$ cat src/rtl/risc_pkg.sv
// ============================================================================
// Module : risc_pkg
// Brief  : Shared mem_op field positions, access sizes and LSU state encoding.
// Rev    : 1.0  initial release
// ============================================================================
`default_nettype none

package risc_pkg;

    localparam int MOP_VALID = 4;
    localparam int MOP_STORE = 3;
    localparam int MOP_UNS   = 2;

    typedef enum logic [1:0] {
        SZ_B = 2'b00,
        SZ_H = 2'b01,
        SZ_W = 2'b10
    } mem_size_t;

    typedef enum logic [1:0] {
        ST_IDLE = 2'd0,
        ST_REQ  = 2'd1,
        ST_RESP = 2'd2,
        ST_DONE = 2'd3
    } lsu_state_t;

    // Size 2'b11 falls through to the word case everywhere.
    function automatic logic [3:0] lsu_be(input logic [1:0] size, input logic [1:0] off);
        case (size)
            SZ_B:    lsu_be = 4'b0001 << off;
            SZ_H:    lsu_be = 4'b0011 << {off[1], 1'b0};
            default: lsu_be = 4'b1111;
        endcase
    endfunction

    function automatic logic [31:0] lsu_wdata(input logic [1:0] size, input logic [31:0] d);
        case (size)
            SZ_B:    lsu_wdata = {4{d[7:0]}};
            SZ_H:    lsu_wdata = {2{d[15:0]}};
            default: lsu_wdata = d;
        endcase
    endfunction

endpackage

`default_nettype wire

$ cat src/rtl/lsu_load_ext.sv
// ============================================================================
// Module : lsu_load_ext
// Brief  : Load lane select plus sign/zero extension of the returned word.
// Rev    : 1.0  initial release
// ============================================================================
`default_nettype none

module lsu_load_ext
    import risc_pkg::*;
(
    input  logic [31:0] rdata,
    input  logic [1:0]  off,
    input  logic [1:0]  size,
    input  logic        uns,
    output logic [31:0] ext_data
);

    logic [7:0]  w_byte;
    logic [15:0] w_half;

    always_comb begin
        case (off)
            2'd0:    w_byte = rdata[7:0];
            2'd1:    w_byte = rdata[15:8];
            2'd2:    w_byte = rdata[23:16];
            default: w_byte = rdata[31:24];
        endcase
        w_half = off[1] ? rdata[31:16] : rdata[15:0];

        case (size)
            SZ_B:    ext_data = uns ? {24'b0, w_byte} : {{24{w_byte[7]}}, w_byte};
            SZ_H:    ext_data = uns ? {16'b0, w_half} : {{16{w_half[15]}}, w_half};
            default: ext_data = rdata;
        endcase
    end

endmodule

`default_nettype wire

$ cat src/rtl/m1_lsu.sv
// ============================================================================
// Module : m1_lsu
// Brief  : M1-stage load/store unit with req/gnt + rvalid data-memory port.
//          LSU_MISALIGN_TRAP_EN: flag misaligned H/W instead of masking addr.
// Rev    : 1.0  initial release
// ============================================================================
`default_nettype none

module m1_lsu
    import risc_pkg::*;
#(
    parameter int XLEN = 32
) (
    input  logic            clk,
    input  logic            rst,
    input  logic            flush,
    input  logic [4:0]      mem_op,
    input  logic [XLEN-1:0] addr,
    input  logic [XLEN-1:0] st_data,
    input  logic [4:0]      rd,
    output logic            dmem_req,
    output logic            dmem_we,
    output logic [XLEN-1:0] dmem_addr,
    output logic [3:0]      dmem_be,
    output logic [XLEN-1:0] dmem_wdata,
    input  logic            dmem_gnt,
    input  logic            dmem_rvalid,
    input  logic [XLEN-1:0] dmem_rdata,
    output logic            stall,
    output logic            ld_valid,
    output logic [XLEN-1:0] ld_data,
    output logic [4:0]      ld_rd,
    output logic            misalign
);

    lsu_state_t      r_state, w_next;
    logic            r_kill, w_kill_next;
    logic            r_store, r_uns;
    logic [1:0]      r_size, r_off;
    logic [4:0]      r_rd;
    logic [1:0]      w_size, w_off;
    logic            w_valid, w_misalign, w_accept, w_idle, w_ld_fire;
    logic [XLEN-1:0] w_ext;

    assign w_valid = mem_op[MOP_VALID];
    assign w_size  = mem_op[1:0];
    assign w_idle  = (r_state == ST_IDLE);

    // Offset is masked per size; with the trap enabled a misaligned op never issues anyway.
    always_comb begin
        case (w_size)
            SZ_B:    w_off = addr[1:0];
            SZ_H:    w_off = {addr[1], 1'b0};
            default: w_off = 2'b00;
        endcase
    end

`ifdef LSU_MISALIGN_TRAP_EN
    always_comb begin
        case (w_size)
            SZ_B:    w_misalign = 1'b0;
            SZ_H:    w_misalign = addr[0];
            default: w_misalign = (addr[1:0] != 2'b00);
        endcase
    end
`else
    assign w_misalign = 1'b0;
`endif

    assign w_accept  = w_idle & w_valid & ~w_misalign & ~flush;
    assign stall     = ~rst & (w_accept | (r_state == ST_REQ) | (r_state == ST_RESP));
    assign misalign  = ~rst & w_idle & w_valid & w_misalign;
    assign w_ld_fire = (r_state == ST_RESP) & dmem_rvalid & ~r_kill & ~flush;

    always_comb begin
        w_next      = r_state;
        w_kill_next = r_kill;
        case (r_state)
            ST_IDLE: if (w_accept) w_next = ST_REQ;
            ST_REQ: begin
                if (dmem_gnt) begin
                    if (r_store) begin
                        w_next = flush ? ST_IDLE : ST_DONE;
                    end else begin
                        w_next      = ST_RESP;
                        w_kill_next = flush;
                    end
                end else if (flush) begin
                    w_next = ST_IDLE;
                end
            end
            ST_RESP: begin
                if (flush) w_kill_next = 1'b1;
                if (dmem_rvalid) begin
                    // A killed load still has to drain its response before going idle.
                    w_next      = (r_kill | flush) ? ST_IDLE : ST_DONE;
                    w_kill_next = 1'b0;
                end
            end
            ST_DONE: w_next = ST_IDLE;
            default: w_next = ST_IDLE;
        endcase
    end

    always_ff @(posedge clk or posedge rst) begin
        if (rst) begin
            r_state <= ST_IDLE;
            r_kill  <= 1'b0;
        end else begin
            r_state <= w_next;
            r_kill  <= w_kill_next;
        end
    end

    always_ff @(posedge clk or posedge rst) begin
        if (rst) begin
            dmem_req   <= 1'b0;
            dmem_we    <= 1'b0;
            dmem_addr  <= '0;
            dmem_be    <= 4'b0;
            dmem_wdata <= '0;
            r_store    <= 1'b0;
            r_uns      <= 1'b0;
            r_size     <= 2'b0;
            r_off      <= 2'b0;
            r_rd       <= 5'b0;
        end else begin
            dmem_req <= (w_next == ST_REQ);
            if (w_accept) begin
                dmem_we    <= mem_op[MOP_STORE];
                dmem_addr  <= {addr[XLEN-1:2], 2'b00};
                dmem_be    <= lsu_be(w_size, w_off);
                dmem_wdata <= lsu_wdata(w_size, st_data);
                r_store    <= mem_op[MOP_STORE];
                r_uns      <= mem_op[MOP_UNS];
                r_size     <= w_size;
                r_off      <= w_off;
                r_rd       <= rd;
            end
        end
    end

    lsu_load_ext u_load_ext (
        .rdata    (dmem_rdata),
        .off      (r_off),
        .size     (r_size),
        .uns      (r_uns),
        .ext_data (w_ext)
    );

    always_ff @(posedge clk or posedge rst) begin
        if (rst) begin
            ld_valid <= 1'b0;
            ld_data  <= '0;
            ld_rd    <= 5'b0;
        end else begin
            ld_valid <= w_ld_fire;
            if (w_ld_fire) begin
                ld_data <= w_ext;
                ld_rd   <= r_rd;
            end
        end
    end

endmodule

`default_nettype wire

$ cat config.mk
export PLATFORM = sky130hd
export DESIGN_NAME = m1_lsu
export DESIGN_NICKNAME = d
export VERILOG_FILES = /design/src/rtl/risc_pkg.sv /design/src/rtl/lsu_load_ext.sv /design/src/rtl/m1_lsu.sv
export SDC_FILE = /design/constraint.sdc
export NUM_CORES = 1
export LEC_CHECK = 0
export CAP_MARGIN = 10
export CORE_ASPECT_RATIO = 1.4
export CORE_MARGIN = 10
export CORE_UTILIZATION = 39
export DETAILED_ROUTE_END_ITERATION = 16
export PLACE_DENSITY = 0.79
export SYNTH_ARGS = -nofsm -noshare
export SYNTH_HDL_FRONTEND = slang
export SYNTH_HIERARCHICAL = 1
export SYNTH_SLANG_ARGS = --single-unit
export TNS_END_PERCENT = 20
$ cat constraint.sdc
create_clock -name clk -period 11.67 [get_ports clk]
set_input_delay 2.334 -clock clk [delete_from_list [all_inputs] [get_ports clk]]
set_output_delay 2.334 -clock clk [all_outputs]
set_load 0.05 [all_outputs]
# Word level (Yosys, flattened, before mapping)
# Index checks and enable logic that the tools add are counted.
# op_classes
n_mux	21
n_bitwise	12
shift	2
n_eq_ne	11
reduce_logical	6
# ops
operator	n
32-bit case mux with 2 select lines	2
32-bit 2-to-1 mux	2
8-bit case mux with 3 select lines	1
16-bit 2-to-1 mux	1
2-bit 2-to-1 mux	7
2-bit by 1-bit == test with 1-bit output, second input constant	5
2-bit zero test	4
2-bit case mux with 4 select lines	1
4-bit case mux with 2 select lines	1
1-bit bitwise AND	6
2-bit == test, second input constant	3
1-bit 2-to-1 mux	4
2-bit inequality test, second input constant	2
2-bit case mux with 2 select lines	1
4-bit AND reduction	1
1-bit by 2-bit << shifter with 4-bit output, first input constant	1
2-bit by 2-bit << shifter with 4-bit output, first input constant	1
3-bit inequality test, second input constant	1
1-bit NOT	3
1-bit OR	3
1-bit case mux with 2 select lines	1
2-bit nonzero test	1
# totals
wordCells	66
ff_bits	119
out_inout_bits	110
in_bits	111

# Depth between registers and ports, before layout
# Gate-level depths: netlist of the first run.
# logic_depth
depth_word	6
mapped_depth	8
mapped_depth_nobuf	4

# Modules after synthesis
# Netlist of the first run, hierarchy kept.
# by_module_without_submodules
module	seq_area_each_um2	area_per_inst_um2	instances	cells_each
m1_lsu	2977.9	4843.4	1	456
lsu_load_ext	0.0	845.8	1	115

# Worst setup path before layout of the first run
# OpenSTA, ideal clock, no wires.
# synth_path
path_type	input-to-output
startpoint	in flush
endpoint	out stall
n_path_buf	3
path_slack_ns	5.531
arrival_ns	3.805
t_required_ns	9.336
cell_stages	5
path_cell_list	buf_2 -> or4b_4 -> buf_6 -> buf_6 -> a21oi_2
# synth_between
elab_chain_len	5
# synth_lines
element	line_no	source
start, declared	m1_lsu.sv:16	input logic flush,
1-bit NOT	m1_lsu.sv:70	assign w_accept = w_idle & w_valid & ~w_misalign & ~flush;
1-bit bitwise AND	m1_lsu.sv:70	
1-bit OR (2 in a row)	m1_lsu.sv:71	assign stall = ~rst & (w_accept | (r_state == ST_REQ) | (r_state == ST_RESP));
1-bit bitwise AND	m1_lsu.sv:71	
end, declared	m1_lsu.sv:29	output logic stall,
# Every way passes these cells.

# Worst setup path in the final report of the first run
# Same ends and word-level chain as after synthesis.

==> results by stage, run 1 <==
STA:
- Setup repair after global routing left no endpoint under its margin.
- The final critical-path setup slack is 4450 ps.
- The fraction of the cycle the final worst path needs is 61.9%.
- The max-slew violation total from the final report is 0.
- For the pin with the worst max-slew slack, the measured transition is 1100 ps.
- The headroom to the max-slew limit is 26.7%.
- Across all hold checks on the routed design, the worst slack comes to 464 ps.
- Setup violations remaining at the end of the flow were counted as 0.
- The final critical-path required period is 7220 ps.
- The total count of hold-check failures in the final report is 0.
- The highest achievable clock rate is 139 MHz.
- Setup total negative slack on the finished layout was measured at 0 ps.
- The worst-case clock skew is 9.07 ps.

Worst setup path:
- STA puts the critical path data required time at 9340 ps.
- The worst setup path is of the in -> out kind.
- The reg2reg setup slack is 9120 ps.
- The nature of the critical path endpoint is an output pin.
- The worst register-to-register path has a depth of 5.
- The critical-path maximum fanout is 75.
- The startpoint of the most critical register-to-register path is r_off[1].
- The worst register-to-register path ends at ld_data[30].
- Data on the critical path arrives at its endpoint at 4880 ps.
- STA classifies the critical path startpoint as an input port.

Synthesis:
- Of all flip-flops after synthesis, the portion carrying an async set or reset was 100%.
- During synthesis, Yosys emitted a total of 6 warnings.
- The share of the synthesized area in compound gates (AO/OA/AOI/OAI) is 12.2%.
- The combinational family with the most area after synthesis is simple AND/OR/NAND/NOR gates.
- The count of distinct cell types in the synthesized netlist is 40.
- After synthesis, flip-flops and latches occupy 52.3% of the total area.
- The portion of netlist area occupied by mux cells is 11.8%.
- Counting flops with a built-in enable in the synthesized netlist gives 0.
- Synthesis handed over a netlist of 571 instances.
- The post-synthesis average cell area is 9.96 sq um.
- After Yosys synthesis, XOR and XNOR cells account for 0.154% of the synthesized area.
- In this run, synthesis produced a sequential element count of 119.
- The adder and majority gate portion of the synthesized area is 0%.
- The most used flip-flop cell after synthesis is dfrtp_1.
- The simple-gate share of the synthesized area is 18.0%.
- The cell area after synthesis is 5690 sq um.

Place:
- The total of buffers placed on input and output ports is 217.
- The HPWL after detailed placement is 12.8 mm.
- Before CTS, the worst setup slack after placement is 4440 ps.
- Routability-driven placement finished with a final weighted congestion of 0.815.

Global route:
- For this run the aggregate overflow at the end of global routing stands at 0.
- The wire length of the first global-routing pass is 27.5 mm.
- In the global route stage, overall resource usage came out at 17.6%.
- The initial antenna violation count is 1.
- The via count of the first global-routing pass is 4963.
- Entering global routing, the biggest net connects 76 pins.

Power and ir drop:
- IR analysis of the VDD net gives a maximum drop of 149 uV.
- The power per cell area is 319 nW/um^2.
- The sequential share of power is 26.9%.
- The final total power is 2.68 mW.
- The switching power is 1.28 mW.
- Of the total power, the share spent switching nets is 47.7%.
- The internal portion of total power is 1.40 mW.
- The share of total power in the clock network is 17.5%.
- Summed over all cells, the static leakage comes to 3.73 nW.
- The combinational share of power is 55.6%.

Worst hold path:
- The cell depth of the worst hold path is 2.
- In this run the most critical hold path is launched from r_uns.
- The capture endpoint of the worst hold path is r_uns.
- The worst hold path belongs to the class reg -> reg.

Die:
- Row generation in the floorplan step produced 52 rows.
- The full die area is 19900 sq um.
- The total area inside the core boundary comes to 14400 sq um.
- The floorplan die height is 163 um.
- 221 I/O pins were placed.
- For this configuration, the core starts out at a cell density of 39.6%.
- In this run the horizontal extent of the chip is 122 um.

Detailed routing:
- In the routed layout, each cell is associated on average with a via count of 4.94.
- The pre-antenna-repair detailed-routing pass consisted of 4 iterations.
- The aggregate routed wire length is 17.5 mm.
- The routed layout has 4780 vias.
- The detail route stage leaves a number of antenna-violating nets equal to 0.
- For this block, the initial DRC count from the detailed router was 363.
- The detailed-route DRC error count is 0.
- In the final routed layout, each cell accounts on average for 18.1 um.

Clock network:
- In this run, CTS created clock tree buffers numbering 17.
- The root buffer selected by CTS is clkbuf_16.
- After clock tree synthesis, the clock-pin slew on the worst setup and hold paths is 50 ps.
- Buffers inserted to repair hold after CTS numbered 0.
- The number of gates resized after cts is 0.
- At the later pin of the worst-skew pair, clock insertion delay measures 400 ps.
- The longest clock path from root to sink contains 2 buffers.
- The clock sink count is 119.
- TritonCTS built the clock tree.
- In this run the post-CTS setup repair buffer count came out at 0.
- The number of H-tree levels is 4.

Status:
- The run finished with clean final reports.

Final layout:
- The number of antenna diodes in the final layout is 0.
- The post-route netlist has 12.1% of its cells at a drive strength greater than 1.
- Compared with the post-synthesis result, the final layout area differs by 47.5%.
- After the last flow step, the layout net total stands at 878.
- The layout has 1245 filler cells.
- The core occupancy in the finished layout is 58.4%.

Flow run:
- Max-cap violations in this run came to 0.
[worst max-delay path by stage]
stage	from	to	slack [ps]	depth (start not counted)
2_1_floorplan	flush	stall	5530	5
3_3_place_gp	flush	stall	4430	4
3_5_place_dp	flush	stall	4440	4
4_1_cts	flush	stall	4430	4
5_1_grt	flush	stall	4340	4
6_report	flush	stall	4450	4
[per-stage QoR]
stage,area [sq um],cells
floorplan,5700,573
global placement,7860,937
detailed placement,7860,937
CTS,8390,967
global route,8390,967
finish,8390,967
[final cells by class]
cell class              count  area [sq um]  area share (%)
well taps                 189           236            2.82
clock buffers              22           484            5.77
flip-flops and latches    119          2980            35.5
inverters                   5          21.3           0.254
multi-input cells         402          2410            28.7
repair buffers            222          2210            26.3
clock inverters             8          50.0           0.596
[power groups by stage]
stage          Combinational [mW]  Clock, mW  Sequential (mW)
6_report                     1.49      0.469            0.720
5_1_grt                      1.57      0.501            0.747
4_1_cts                      1.51      0.482            0.722
3_5_place_dp                 1.50          0            0.725
3_3_place_gp                 1.49          0            0.716
2_1_floorplan               0.416          0             1.31
[critical path: stages]
cell and delay, ps:
clkdlybuf4s50_1 570, or4b_4 940, a21oi_2 220, clkdlybuf4s50_1 810
[layout by cell type, fill, tap and decap left out, types with 5 or more instances in the layout]
cell | synthesis | layout
a22oi_1 | 17 | 17
a31oi_1 | 16 | 16
buf_4 | 7 | 5
clkbuf_16 | 0 | 17
clkdlybuf4s50_1 | 0 | 217
dfrtp_1 | 119 | 119
mux2_2 | 39 | 39
mux2i_1 | 23 | 23
nand2_1 | 198 | 198
nor2_1 | 18 | 18
nor2b_1 | 13 | 13
o211ai_1 | 7 | 7
o211ai_2 | 10 | 10
o21ai_0 | 16 | 16
o221ai_1 | 8 | 8
o22a_1 | 7 | 7
[state kept, by name, summed over array words and instances (netlist names)]
signal and flops:
dmem_addr 30, dmem_be 4, dmem_req 1, dmem_wdata 32, ld_data 32, ld_rd 5, ld_valid 1, r_kill 1
r_off 2, r_rd 5, r_size 2, r_state 2, r_store 1, r_uns 1
[per-layer routing]
layer,vias up,share of wire (%),track usage (%)
li1,2323,-,-
met1,2277,39,20.0
met2,154,52,29.8
met3,26,7.2,5.62
met4,0,2.3,6.77
met5,-,0,0
[synthesized netlist by cell type (2+ instances only)]
cell,count,share of area (%)
a21oi_1,4,0.35
a22oi_1,17,2.2
a31oi_1,16,1.8
buf_1,2,0.13
buf_2,13,1.1
buf_4,7,0.92
buf_6,10,2.0
clkbuf_1,15,0.99
dfrtp_1,119,52
inv_1,4,0.26
mux2_2,39,7.7
mux2i_1,23,4.0
nand2_1,198,13
nand3_1,3,0.26
nor2_1,18,1.2
nor2b_1,13,1.4
nor3_1,2,0.18
nor4b_1,2,0.31
o211ai_1,7,0.92
o211ai_2,10,2.2
o21ai_0,16,1.4
o221ai_1,8,1.2
o22a_1,7,1.1
or2_2,2,0.22
[kinds of logic after synthesis]
kind of cell / after synthesis
other: 1
AND/OR/NAND/NOR: 246
AO/OA/AOI/OAI: 90
buffers and inverters: 52
XOR/XNOR: 1
multiplexers: 62
flip-flops: 119
Power figures use the tool's default switching activity.
==> run 2, diff against run 1 <==
--- a/config.mk
+++ b/config.mk
@@ -10,7 +10,7 @@
 export CORE_MARGIN = 10
 export CORE_UTILIZATION = 39
 export DETAILED_ROUTE_END_ITERATION = 16
-export PLACE_DENSITY = 0.79
+export PLACE_DENSITY = 0.82
 export SYNTH_ARGS = -nofsm -noshare
 export SYNTH_HDL_FRONTEND = slang
 export SYNTH_HIERARCHICAL = 1
==> constraint.sdc (replaced) <==
create_clock -name clk -period 6.55 [get_ports clk]
set_input_delay 1.31 -clock clk [delete_from_list [all_inputs] [get_ports clk]]
set_output_delay 1.31 -clock clk [all_outputs]
set_load 0.05 [all_outputs]
==> results by stage, run 2 (same netlist as run 1, synthesis figures left out) <==
Die:
- The starting density of the core came to 39.6% (unchanged).
- The number of primary I/O pins came to 221 (unchanged).
- The full die area came to 19900 sq um (unchanged).
- The floorplan die height is 163 um (unchanged).
- The number of placement rows is 52 (unchanged).
- The horizontal die dimension came to 122 um (unchanged).
- The area of the core is 14400 sq um (unchanged).

Place:
- The placed cell area came to 7860 sq um (about the same).
- The final weighted congestion in routability-driven placement was 0.836 (+2.6%).
- The total of buffers placed on input and output ports is 217 (unchanged).
- The placed wire-length estimate after detailed placement was 13.0 mm (+0.94%).
- The pre-CTS worst setup slack is 1340 ps (-3100 ps).

Status:
- The flow ran to the end, and the final reports show no timing, DRC or antenna violations.

Worst setup path:
- The maximum cell stage delay along the critical path is 940 ps (about the same).
- The signal on the critical path passes through clkdlybuf4s50_1 -> or4b_4 -> a21oi_2 -> clkdlybuf4s50_1.
- In this design, the critical path's most frequently occurring cell is clkdlybuf4s50_1.
- The required arrival time at the worst endpoint is 5240 ps (-4100 ps).
- The critical-path maximum fanout is 75 (unchanged).
- The reg2reg setup slack is 3960 ps (-5160 ps).
- In this run the critical register-to-register path is captured at ld_data[15].
- The number of buffer and inverter instances along the worst setup path was 2 (unchanged).
- The startpoint of the most critical register-to-register path is r_off[1].
- The slowest stage of the critical path is the or4b_4 cell.
- By startpoint and endpoint, the worst setup path is classified as in -> out.
- The critical path data arrival time is 3890 ps (-990 ps).
- The number of gates on the worst path with buffers counted came to 4 (unchanged).
- STA classifies the critical path endpoint as an output pin.
- The family with the most delay on the worst path is buffers and inverters.
- The length in cells of the worst reg-to-reg path came to 5 (unchanged).
- The category of the worst setup path launch point is an input port.

Final layout:
- The largest registers in the layout are dmem_wdata: 32 flops, ld_data: 32 flops, dmem_addr: 30 flops.
- The fraction of final layout cells with drive strength greater than 1 is 12.5% (+0.47 points).
- The number of fill cells in the layout is 1230 (-1.2%).
- In the layout the commonest cells are clkdlybuf4s50_1, nand2_1, dfrtp_1, mux2_2, mux2i_1.
- The cell area after layout came to 8440 sq um (+0.57%).
- The final net count was 879 (+0.11%).
- The antenna diode count is 0 (unchanged).
- From synthesis to final layout, the design area changed by 48.3%.
- The most common cell after layout, fill and taps aside is clkdlybuf4s50_1.

STA:
- The final critical-path setup slack is 1350 ps (-3100 ps).
- Setup repair after global routing left no endpoint under its margin.
- The total count of hold-check failures in the final report came to 0 (unchanged).
- The summed negative setup slack over all endpoints is 0 ps (unchanged).
- The headroom to the max-slew limit was 26.1% (-0.59 points).
- The transition time of the tightest slew-check pin is 1110 ps (+8.92 ps).
- The worst hold-check slack is 470 ps (+5.90 ps).
- Timing would allow up to 192 MHz.
- The final critical-path required period is 5200 ps.
- The max-slew violation total from the final report is 0 (unchanged).
- The fraction of the cycle the final worst path needs is 79.3%.
- The final count of negative-setup-slack endpoints is 0 (unchanged).
- The worst-case clock skew was 8.83 ps (-0.239 ps).

Global route:
- The via count of the first global-routing pass is 4925 (-0.77%).
- The aggregate global routing overflow is 0 (unchanged).
- The wire length of the first global-routing pass is 27.3 mm (-0.78%).
- The initial antenna violation count is 1 (unchanged).
- The global routing usage summed across all routing layers was 17.4% (-0.20 points).
- The maximum number of pins on one net before global-route repair came to 80 (+5.3%).

Clock network:
- The number of post-CTS setup repair buffers is 0 (unchanged).
- The number of H-tree levels is 4 (unchanged).
- The clock sink count was 119 (unchanged).
- The number of buffers added by the clock tree synthesis step was 17 (unchanged).
- The number of gates resized after cts is 0 (unchanged).
- TritonCTS built the clock tree.
- The clock-pin slew of the registers on the worst-case setup and hold paths is 60 ps (about the same).
- CTS placed an instance of clkbuf_16 at the clock tree root.
- The largest buffer count on any clock path was 2 (unchanged).
- The number of hold buffers added after cts is 0 (unchanged).
- The clock latency reported for the late side of the worst-skew pair came to 400 ps (about the same).

Detailed routing:
- The detailed-route DRC error count was 0 (unchanged).
- The number of routed nets with antenna violations was 0 (unchanged).
- The mean routed wirelength per cell is 18.3 um (+0.85%).
- The count of routing violations after the opening detailed-route iteration is 385 (+6.1%).
- The routed via count came to 4885 (+2.2%).
- The aggregate routed wire length is 17.7 mm (+1.2%).
- The via density per instance is 5.04 (+1.9%).
- The first-pass iteration count of the detailed router is 4 (unchanged).

Flow run:
- The number of max-cap violations came to 0 (unchanged).

Worst hold path:
- The cell depth of the worst hold path is 2 (unchanged).
- The path class of the tightest hold or removal check is reg -> reg.
- In this run the most critical hold path is launched from dmem_addr[21].
- The worst hold path terminates at dmem_addr[21].

Power and ir drop:
- The power per cell area is 574 nW/um^2 (+80%).
- The worst vdd rail ir drop is 260 uV (+74%).
- The static power due to leakage was 3.76 nW (+0.81%).
run 2: cell count changes in the layout (fill, tap and decap cells not counted), sizes merged:
cell	delta
clkinvlp	-2
bufinv	+1
clkinv	+2
clkbuf	-3
buf	+1
inv	+4
run 2: cell type report:
class,instances,area [sq um],area share (%)
Tap cell,189,236,2.80
Sequential cell,119,2980,35.3
Inverter,5,21.3,0.252
Timing Repair Buffer,223,2220,26.3
Multi-Input combinational cell,402,2410,28.6
Clock buffer,19,453,5.37
Clock inverter,13,121,1.44
run 2: per-stage QoR:
stage / power [mW] / utilization (%) / instances
CTS: 4.90 / 58.7 / 970
global route: 5.08 / 58.7 / 970
global placement: 3.93 / 54.7 / 938
finish: 4.85 / 58.7 / 970
floorplan: 3.07 / - / 573
detailed placement: 3.97 / 54.7 / 938
run 2: worst max path at each step:
| stage | from | end | slack, ps |
|---|---|---|---|
| floorplan | rst | dmem_addr[10] | 2080 |
| global placement | flush | stall | 1360 |
| detailed placement | flush | stall | 1340 |
| CTS | flush | stall | 1330 |
| global route | flush | stall | 1260 |
| finish | flush | stall | 1350 |
run 2: tightest hold or removal path: stages, from the launching register on:
cell and delay, ps:
dfrtp_1 340, nand2_1 50, nand2_1 50
run 2: routing by layer:
| layer | wire length [um] | GRT usage [%] |
|---|---|---|
| met5 | 13 | 0 |
| met4 | 261 | 5.32 |
| met3 | 1460 | 5.66 |
| met2 | 9510 | 30.9 |
| met1 | 6480 | 19.0 |
run 2: power breakdown:
| group | total (mW) | switching, mW | internal, mW |
|---|---|---|---|
| logic | 2.66 | 1.75 | 0.909 |
| registers | 1.29 | 0.212 | 1.07 |
| clock network | 0.897 | 0.350 | 0.547 |
| total | 4.85 | 2.32 | 2.53 |
==> run 3, diff against run 2 <==
==> constraint.sdc (replaced) <==
create_clock -name clk -period 4.3 [get_ports clk]
set_input_delay 0.86 -clock clk [delete_from_list [all_inputs] [get_ports clk]]
set_output_delay 0.86 -clock clk [all_outputs]
set_load 0.05 [all_outputs]
==> results by stage, run 3 (same netlist as run 1, synthesis figures left out) <==
Power and ir drop:
- The static power due to leakage is 3.77 nW (+0.39%).
- The worst vdd rail ir drop was 532 uV (+100%).
- The power per cell area is 876 nW/um^2 (+53%).
- The final total power is 7.44 mW (+53%).

Place:
- The pre-CTS worst setup slack is 1060 ps (-280 ps).
- The final weighted congestion in routability-driven placement is 0.796 (-4.8%).
- The placed wire-length estimate after detailed placement is 12.7 mm (-2.3%).
- The total of buffers placed on input and output ports is 217 (unchanged).
- The number of cells in the design after placement is 939 (+0.11%).

Final layout:
- The fraction of final layout cells with drive strength greater than 1 came to 12.8% (+0.24 points).
- The final net count is 880 (+0.11%).
- The footprint of the multi-input gates is 2410 sq um (unchanged).
- The antenna diode count is 0 (unchanged).
- The library cell used most frequently in the layout, excluding fill and tap cells, is clkdlybuf4s50_1.
- The footprint of the flip-flops and latches is 2980 sq um (unchanged).
- The largest registers in the layout are dmem_wdata: 32 flops, ld_data: 32 flops, dmem_addr: 30 flops.
- The post-route non-filler standard cell count is 971 (+0.10%).
- The library cells used most frequently in the layout, excluding fill and tap cells, are clkdlybuf4s50_1, nand2_1, dfrtp_1, mux2_2, mux2i_1.
- Compared with the post-synthesis result, the final layout area differs by 49.2%.
- The number of fill cells in the layout came to 1227 (-0.24%).

Global route:
- The aggregate global routing overflow is 0 (unchanged).
- The maximum number of pins on one net before global-route repair is 116 (+45%).
- The initial antenna violation count is 0 (-1).
- The global routing usage summed across all routing layers came to 17.2% (-0.19 points).
- The wire length of the first global-routing pass was 27.0 mm (-0.86%).
- The via count of the first global-routing pass is 4916 (-0.18%).

Die:
- The starting density of the core is 39.6% (unchanged).
- The horizontal die dimension is 122 um (unchanged).
- The area of the core was 14400 sq um (unchanged).
- The number of placement rows was 52 (unchanged).
- The number of primary I/O pins came to 221 (unchanged).
- The full die area is 19900 sq um (unchanged).
- The floorplan die height was 163 um (unchanged).

Clock network:
- The number of hold buffers added after cts is 0 (unchanged).
- The largest buffer count on any clock path is 2 (unchanged).
- The number of buffers added by the clock tree synthesis step is 17 (unchanged).
- The root buffer selected by CTS is clkbuf_16.
- The number of gates resized after cts was 0 (unchanged).
- The clock sink count came to 119 (unchanged).
- The clock tree from TritonCTS is done.
- The clock latency reported for the late side of the worst-skew pair came to 400 ps (about the same).
- The number of post-CTS setup repair buffers is 0 (unchanged).
- The clock-pin slew of the registers on the worst-case setup and hold paths is 50 ps (about the same).
- The number of H-tree levels came to 4 (unchanged).

STA:
- The transition time of the tightest slew-check pin is 989 ps (-119 ps).
- The total count of hold-check failures in the final report is 0 (unchanged).
- The summed negative setup slack over all endpoints is 0 ps (unchanged).
- The max-slew violation total from the final report was 0 (unchanged).
- The final critical-path setup slack is 1040 ps (-310 ps).
- The headroom to the max-slew limit is 34.0% (+7.9 points).
- The fraction of the cycle the final worst path needs is 75.7%.
- The highest achievable clock rate is 307 MHz.
- Setup repair after global routing left no endpoint under its margin.
- The final count of negative-setup-slack endpoints is 0 (unchanged).
- The final critical-path required period is 3260 ps.
- The worst-case clock skew is 8.00 ps (-0.829 ps).

Worst setup path:
- The nature of the critical path endpoint is an output pin.
- The length in cells of the worst reg-to-reg path is 5 (unchanged).
- The critical path starts at flush.
- The startpoint of the most critical register-to-register path is r_off[1].
- The number of buffer and inverter instances along the worst setup path is 2 (unchanged).
- The family with the most delay on the worst path is buffers and inverters.
- The critical path data arrival time is 2400 ps (-1490 ps).
- The required arrival time at the worst endpoint is 3440 ps (-1800 ps).
- The critical-path maximum fanout is 8 (-89%).
- The maximum cell stage delay along the critical path is 610 ps (-330 ps).
- The cell with the largest stage delay on the worst path is or4b_4.
- The signal on the critical path passes through clkdlybuf4s50_1 -> or4b_4 -> a21oi_2 -> buf_12.
- The number of gates on the worst path with buffers counted is 4 (unchanged).
- The worst setup path is launched from an input port.
- The critical path is of the in -> out type.

Status:
- The flow ran to the end, and the final reports show no timing, DRC or antenna violations.

Detailed routing:
- The mean routed wirelength per cell is 17.9 um (-2.0%).
- The first-pass iteration count of the detailed router was 6 (+2).
- The aggregate routed wire length was 17.4 mm (-1.9%).
- The routed via count was 4834 (-1.0%).
- The count of routing violations after the opening detailed-route iteration is 389 (+1.0%).
- The number of routed nets with antenna violations was 0 (unchanged).
- The via density per instance was 4.98 (-1.1%).
- The detailed-route DRC error count is 0 (unchanged).

Worst hold path:
- The startpoint identified for the worst hold timing path is r_rd[3].
- The worst hold path class is reg -> reg.
- The cell depth of the worst hold path was 2 (unchanged).

Flow run:
- The number of max-cap violations was 0 (unchanged).
-- run 3: cell types whose count changed in the layout (fill, tap and decap cells not counted) --
| cell | delta |
|---|---|
| clkbuf_8 | -2 |
| clkdlybuf4s50_1 | -1 |
| clkinvlp_4 | +1 |
| clkinv_2 | -2 |
| bufinv_16 | +1 |
| inv_6 | +2 |
| buf_12 | +2 |
-- run 3: cell type report --
type | count | share of cell area (%)
Clock buffer | 17 | 5.01
Clock inverter | 15 | 1.96
Inverter | 5 | 0.251
Multi-Input combinational cell | 402 | 28.4
Sequential cell | 119 | 35.1
Tap cell | 189 | 2.79
Timing Repair Buffer | 224 | 26.5
-- run 3: final timing paths --
path	end	slack (ps)
max in group asynchronous	ld_data[11]	2710
setup reg to reg	ld_data[12]	1780
hold / removal	r_rd[3]	470
min in group asynchronous	dmem_req	740
setup / recovery	stall	1040
hold reg to reg	r_rd[3]	470
-- run 3: worst reg2reg max path, cell delays in order (launching register included) --
cell and delay [ps]:
dfrtp_1 840, nor2b_1 730, a32oi_2 190, buf_4 270
o221ai_1 250, mux2_2 180
-- run 3: stage by stage --
step           utilization (%)  cell area (sq um)  hold slack, ps
3_3_place_gp              54.9               7890             455
2_1_floorplan                -               5700             437
4_1_cts                   59.0               8490             476
5_1_grt                   59.0               8490             496
3_5_place_dp              54.9               7890             461
6_report                  59.0               8490             470
-- run 3: metal layers --
layer,GRT usage (%),vias up,part of all wire [%]
met5,0,-,0
met4,6.50,0,1.9
met3,5.69,23,8.0
met2,29.3,173,52
met1,19.4,2311,38
li1,-,2327,-
-- run 3: power breakdown --
group	leakage (nW)	internal, mW	total (mW)	switching, mW
Clock	0.282	0.866	1.42	0.554
Combinational	2.02	1.40	4.06	2.66
Sequential	1.47	1.64	1.96	0.320
Total	3.77	3.90	7.44	3.54
==> edit 1, RTL diff (flow settings as in run 2) <==
The 4 states of `lsu_state_t` get a Gray code encoding in 2 bits.
--- a/src/rtl/risc_pkg.sv
+++ b/src/rtl/risc_pkg.sv
@@ -19,8 +19,8 @@
 
     typedef enum logic [1:0] {
-        ST_IDLE = 2'd0,
-        ST_REQ  = 2'd1,
-        ST_RESP = 2'd2,
-        ST_DONE = 2'd3
+        ST_IDLE = 2'b00,
+        ST_REQ  = 2'b01,
+        ST_RESP = 2'b11,
+        ST_DONE = 2'b10
     } lsu_state_t;
 
Formal check against the unedited RTL: no difference found for any inputs over 10 cycles, from zero or initial values and one cycle with rst high; not proved beyond that.
==> edit 1 against run 2 <==
  * Power decreased by 0.55%
  * Core utilization barely moved
  * Clock power up 3.9%
  * Worst setup slack better by 0.69 ns
  * Design area about the same
  * Wire length is 1.7% lower
  * Via count is 0.70% lower
  * Area after synthesis shrank 0.31%
  * Sequential cell count is the same
  * Critical path type unchanged
==> edit 1: results (changes against run 2) <==
set qor(timing.hold.worst_path_depth) 2 ;# unchanged
set qor(power_leakage_nw) 3.82 ;# +1.6%
set qor(worstHoldPathType) {reg2reg}
set qor(timing.hold.worst_endpoint) {r_uns}
set qor(largest_fanout_of_any_net_on_the_critical_path) 7 ;# -91%
set qor(async_reset_ff_share_pct) 100 ;# unchanged
set qor(io_buffers) 217 ;# unchanged
set qor(drive_gt1_share_pct) 11.9 ;# -0.64 points
set qor(wire_length_of_the_first_global_routing_pass_um) 27300 ;# about the same
set qor(post_layout_nonfiller_instances) 971 ;# +0.10%
set qor(cts_max_path_buffers) 2 ;# unchanged
set qor(numPlacedInstances) 939 ;# +0.11%
set qor(wirelength_um) 17400 ;# -1.7%
set qor(worst_slew_pin_slew_ns) 0.948 ;# -0.161 ns
set qor(fin_worst_skew_ns) 0.00720 ;# -0.00163 ns
set qor(ys_top_cells_by_count) {sky130_fd_sc_hd__nand2_1 (200), sky130_fd_sc_hd__dfrtp_1 (119), sky130_fd_sc_hd__mux2_2 (38), sky130_fd_sc_hd__mux2i_1 (23), sky130_fd_sc_hd__nor2_1 (21)}
set qor(r2r_slack_ns) 3.73 ;# -0.23 ns
set qor(first_global_vias) 5060 ;# +2.7%
set qor(cts-htree-levels) 4 ;# unchanged
set qor(post_synth.cell_area_avg_um2) 9.97 ;# about the same
set qor(post-place-ws_ns) 2.06 ;# +0.717 ns
set qor(dp_hpwl_um) 12700 ;# -2.3%
set qor(reg2reg_to) {ld_data[14]}
set qor(p_total_w) 0.00482 ;# -0.55%
set qor(track_usage_pct) 17.4 ;# about the same
set qor(worst_ep_arrival_time_ns) 3.20 ;# -0.69 ns
set qor(finish.net_count) 880 ;# +0.11%
set qor(pin_count_of_the_biggest_net_entering_global_routing) 81 ;# +1.3%
set qor(yosys.cell_types.count) 41 ;# +2.5%
set qor(worst_hold_startpoint) {r_uns}
set qor(globalplace.congestion) 0.798 ;# -4.5%
set qor(clock.fmax_mhz) 222 ;# +15%
set qor(synth_seq_area_share_pct) 52.5 ;# +0.16 points
set qor(clkTransAtPathRegs_ns) 0.05
set qor(peakVddDrop_mv) 0.268 ;# +3.0%
set qor(drt_iter0_markers) 452 ;# +17%
set qor(post_cts.resized_instances) 0 ;# unchanged
set qor(worst-r2r-cell-count) 5 ;# unchanged
set qor(synth.area.top_cells) {sky130_fd_sc_hd__dfrtp_1 (53%), sky130_fd_sc_hd__nand2_1 (13%), sky130_fd_sc_hd__mux2_2 (7.5%)}
set qor(power.internal_w) 0.00257 ;# +1.6%
set qor(number_of_search_and_repair_iterations_in_the_first_detailed_routing_pass) 7 ;# +3
set qor(run_status) {finished clean}
set qor(vias) 4851 ;# -0.70%
set qor(cts_made_buffers) 17 ;# unchanged
set qor(clk_latency_ns) 0.40 ;# about the same
-- edit 1: cell types whose count changed after synthesis, moves of 2 or more --
cell / before / now
sky130_fd_sc_hd__o21ai_0: 16 / 9
sky130_fd_sc_hd__clkbuf_1: 15 / 10
sky130_fd_sc_hd__buf_2: 13 / 16
sky130_fd_sc_hd__nor2_1: 18 / 21
sky130_fd_sc_hd__nor2b_1: 13 / 10
sky130_fd_sc_hd__o21ai_1: 0 / 3
sky130_fd_sc_hd__a21oi_1: 4 / 6
sky130_fd_sc_hd__buf_4: 7 / 5
sky130_fd_sc_hd__buf_6: 10 / 12
sky130_fd_sc_hd__nand2_1: 198 / 200
sky130_fd_sc_hd__nand2b_1: 1 / 3
sky130_fd_sc_hd__nand3_1: 3 / 1
-- edit 1: cells by family (layout without fill, tap and decap cells) --
family	count (synthesis)	in the layout	share of synthesized area [%]
muxes	63	63	12.1
buffers and inverters	51	261	5.65
other	1	4	0.0661
and+or+nand+nor	246	246	17.5
AOI/OAI and AO/OA	89	89	12.2
DFF	119	119	52.5
-- edit 1: critical path: stages --
cell and delay [ns]:
sky130_fd_sc_hd__clkdlybuf4s50_1 0.53, sky130_fd_sc_hd__nor4b_2 0.38, sky130_fd_sc_hd__nor2_1 0.07, sky130_fd_sc_hd__nor2_1 0.09, sky130_fd_sc_hd__clkdlybuf4s50_1 0.81
-- edit 1: layout make-up --
cell class	instances	area [µm²]
well taps	189	236
clock inverters	10	128
repair buffers	224	2220
clock buffers	21	460
inverters	6	25.0
flip-flops and latches	119	2980
fillers	1274	5940
multi-input cells	401	2390
diodes	1	2.50
-- edit 1: power groups by stage --
stage / Clock [W] / Combinational, W / Sequential [W]
finish: 0.000932 / 0.00261 / 0.00128
global route: 0.000987 / 0.00275 / 0.00133
CTS: 0.000954 / 0.00263 / 0.00128
detailed placement: 0 / 0.00263 / 0.00129
global placement: 0 / 0.00259 / 0.00127
floorplan: 0 / 0.000735 / 0.00229
-- edit 1: worst max path at each step --
stage	cells past startpoint	to
final	5	stall
after global routing	5	stall
after CTS	5	stall
after detailed placement	5	stall
after global placement	5	stall
after floorplan	1	dmem_addr[10]
-- edit 1: metal layers --
metal / routed length, µm / GRT usage (%) / share of wire (%)
met3: 1320 / 5.73 / 7.6
met5: 0 / 0 / 0
met1: 6590 / 19.4 / 38
met4: 358 / 6.20 / 2.1
met2: 9150 / 29.9 / 53
-- edit 1: per-stage QoR --
stage	util (%)	hold WS (ns)	instance area, µm²
finish	58.7	0.466	8440
global route	58.7	0.486	8440
CTS	58.7	0.472	8440
detailed placement	54.6	0.458	7850
global placement	54.6	0.451	7850
floorplan	-	0.437	5680
==> edit 2, RTL diff (config.mk and constraints of run 2) <==
Without the edit above. Add a define of `LSU_MISALIGN_TRAP_EN`.
--- a/src/rtl/m1_lsu.sv
+++ b/src/rtl/m1_lsu.sv
@@ -6,4 +6,6 @@
 // ============================================================================
 `default_nettype none
+
+`define LSU_MISALIGN_TRAP_EN
 
 module m1_lsu
Function: changed (a bounded check fails within 4 cycles, from zero or initial values and one cycle with rst high).
==> edit 2 against run 2 <==
  * Register-to-register slack improved by 0.02 ns
  * Worst setup slack better by 0.31 ns
  * Wire length is 3.5% higher
  * Count of clock-buffer cells in the layout grew 2
  * Global-route usage down 0.47 points
  * Die area up 5.4%
  * Hold slack gained 0.031 ns
  * Power increased by 3.7%
  * Sequential cell count is the same
  * Maximum frequency up 6.4%
  * Clock power up 9.3%
  * Design area is 5.7% higher
  * Area after synthesis increased by 6.3%
==> edit 2: results (changes against run 2) <==
set qor(run_status) {finished clean}
set qor(antenna_found_initial) 0 ;# -1
set qor(routedLengthMet1_um) 7000 ;# +7.9%
set qor(post_synth.cell_area_avg_um2) 13.1 ;# +32%
set qor(wire_length_of_the_first_global_routing_pass_um) 29000 ;# +6.5%
set qor(dp_hpwl_um) 13800 ;# +6.8%
set qor(peakVddDrop_mv) 0.329 ;# +27%
set qor(drt_iter0_markers) 313 ;# -19%
set qor(yosys.cell_types.count) 45 ;# +13%
set qor(post-place-ws_ns) 1.68 ;# +0.342 ns
set qor(track_usage_pct) 16.9 ;# -0.47 points
set qor(met3_usage_pct) 7.08 ;# +1.4 points
set qor(worst_ep_arrival_time_ns) 3.57 ;# -0.32 ns
set qor(met3WireLength_um) 1530 ;# +4.4%
set qor(fin_worst_skew_ns) 0.0133 ;# +0.00448 ns
set qor(largest_fanout_of_any_net_on_the_critical_path) 8 ;# -89%
set qor(routed_wire_length_per_instance_um) 21.1 ;# +15%
set qor(wirelength_um) 18400 ;# +3.5%
set qor(synth_seq_area_share_pct) 49.2 ;# -3.1 points
set qor(globalplace.congestion) 0.873 ;# +4.4%
set qor(ys_top_cells_by_count) {sky130_fd_sc_hd__dfrtp_1 (119), sky130_fd_sc_hd__mux2_2 (80), sky130_fd_sc_hd__mux2_4 (47), sky130_fd_sc_hd__nand2_1 (39), sky130_fd_sc_hd__mux2i_1 (23)}
set qor(numPlacedInstances) 840 ;# -10%
set qor(synth.area.top_cells) {sky130_fd_sc_hd__dfrtp_1 (49%), sky130_fd_sc_hd__mux2_2 (15%), sky130_fd_sc_hd__mux2_4 (12%)}
set qor(finish.net_count) 778 ;# -11%
set qor(first_global_vias) 5142 ;# +4.4%
set qor(placedInstanceArea_mm2) 0.00830 ;# +5.5%
## edit 2: changes by cell type after synthesis, sizes merged, moves of 2 or more
cell / before / now
mux2: 39 / 127
clkbuf: 15 / 12
or3: 1 / 3
or2: 3 / 1
a31oi: 16 / 2
nor2: 18 / 3
nand2: 199 / 39
a22oi: 17 / 9
nand3: 3 / 1
inv: 4 / 6
o21ai: 16 / 14
o221ai: 8 / 10
buf: 32 / 26
## edit 2: report_power, final
group	internal [W]	switching, W	total, W	leakage, nW
logic	0.00107	0.00168	0.00275	2.18
clock network	0.000648	0.000332	0.000980	0.290
registers	0.00107	0.000226	0.00130	1.45
total	0.00279	0.00223	0.00503	3.92
## edit 2: area by class of cell
type                       instances  area (µm²)  area share [%]
sequential                       119        2980            33.4
tap                              192         240            2.69
clock inverter                    11         173            1.94
multi-input combinational        297        2820            31.6
clock buffer                      21         450            5.05
inverter                           7        28.8           0.323
timing repair buffer             225        2230            25.0
## edit 2: kinds of logic (layout without fill, tap and decap cells)
group / count (synthesis) / in the layout / share of synthesized area (%)
other: 1 / 2 / 0.0620
flip-flops: 119 / 119 / 49.2
AO/OA/AOI/OAI: 74 / 74 / 9.85
multiplexers: 150 / 150 / 30.4
XOR/XNOR: 1 / 1 / 0.145
AND/OR/NAND/NOR: 70 / 70 / 5.94
buffers and inverters: 45 / 264 / 4.41
## edit 2: final timing paths
kind / start / to / slack (ns) / depth (start not counted)
min: r_uns / r_uns / 0.50 / 1
max: flush / stall / 1.67 / 5
min reg2reg: r_uns / r_uns / 0.50 / 1
max reg2reg: r_off[1] / ld_data[10] / 3.98 / 5
max in group asynchronous: rst / ld_rd[2] / 3.85 / 3
min in group asynchronous: rst / dmem_addr[17] / 1.50 / 2
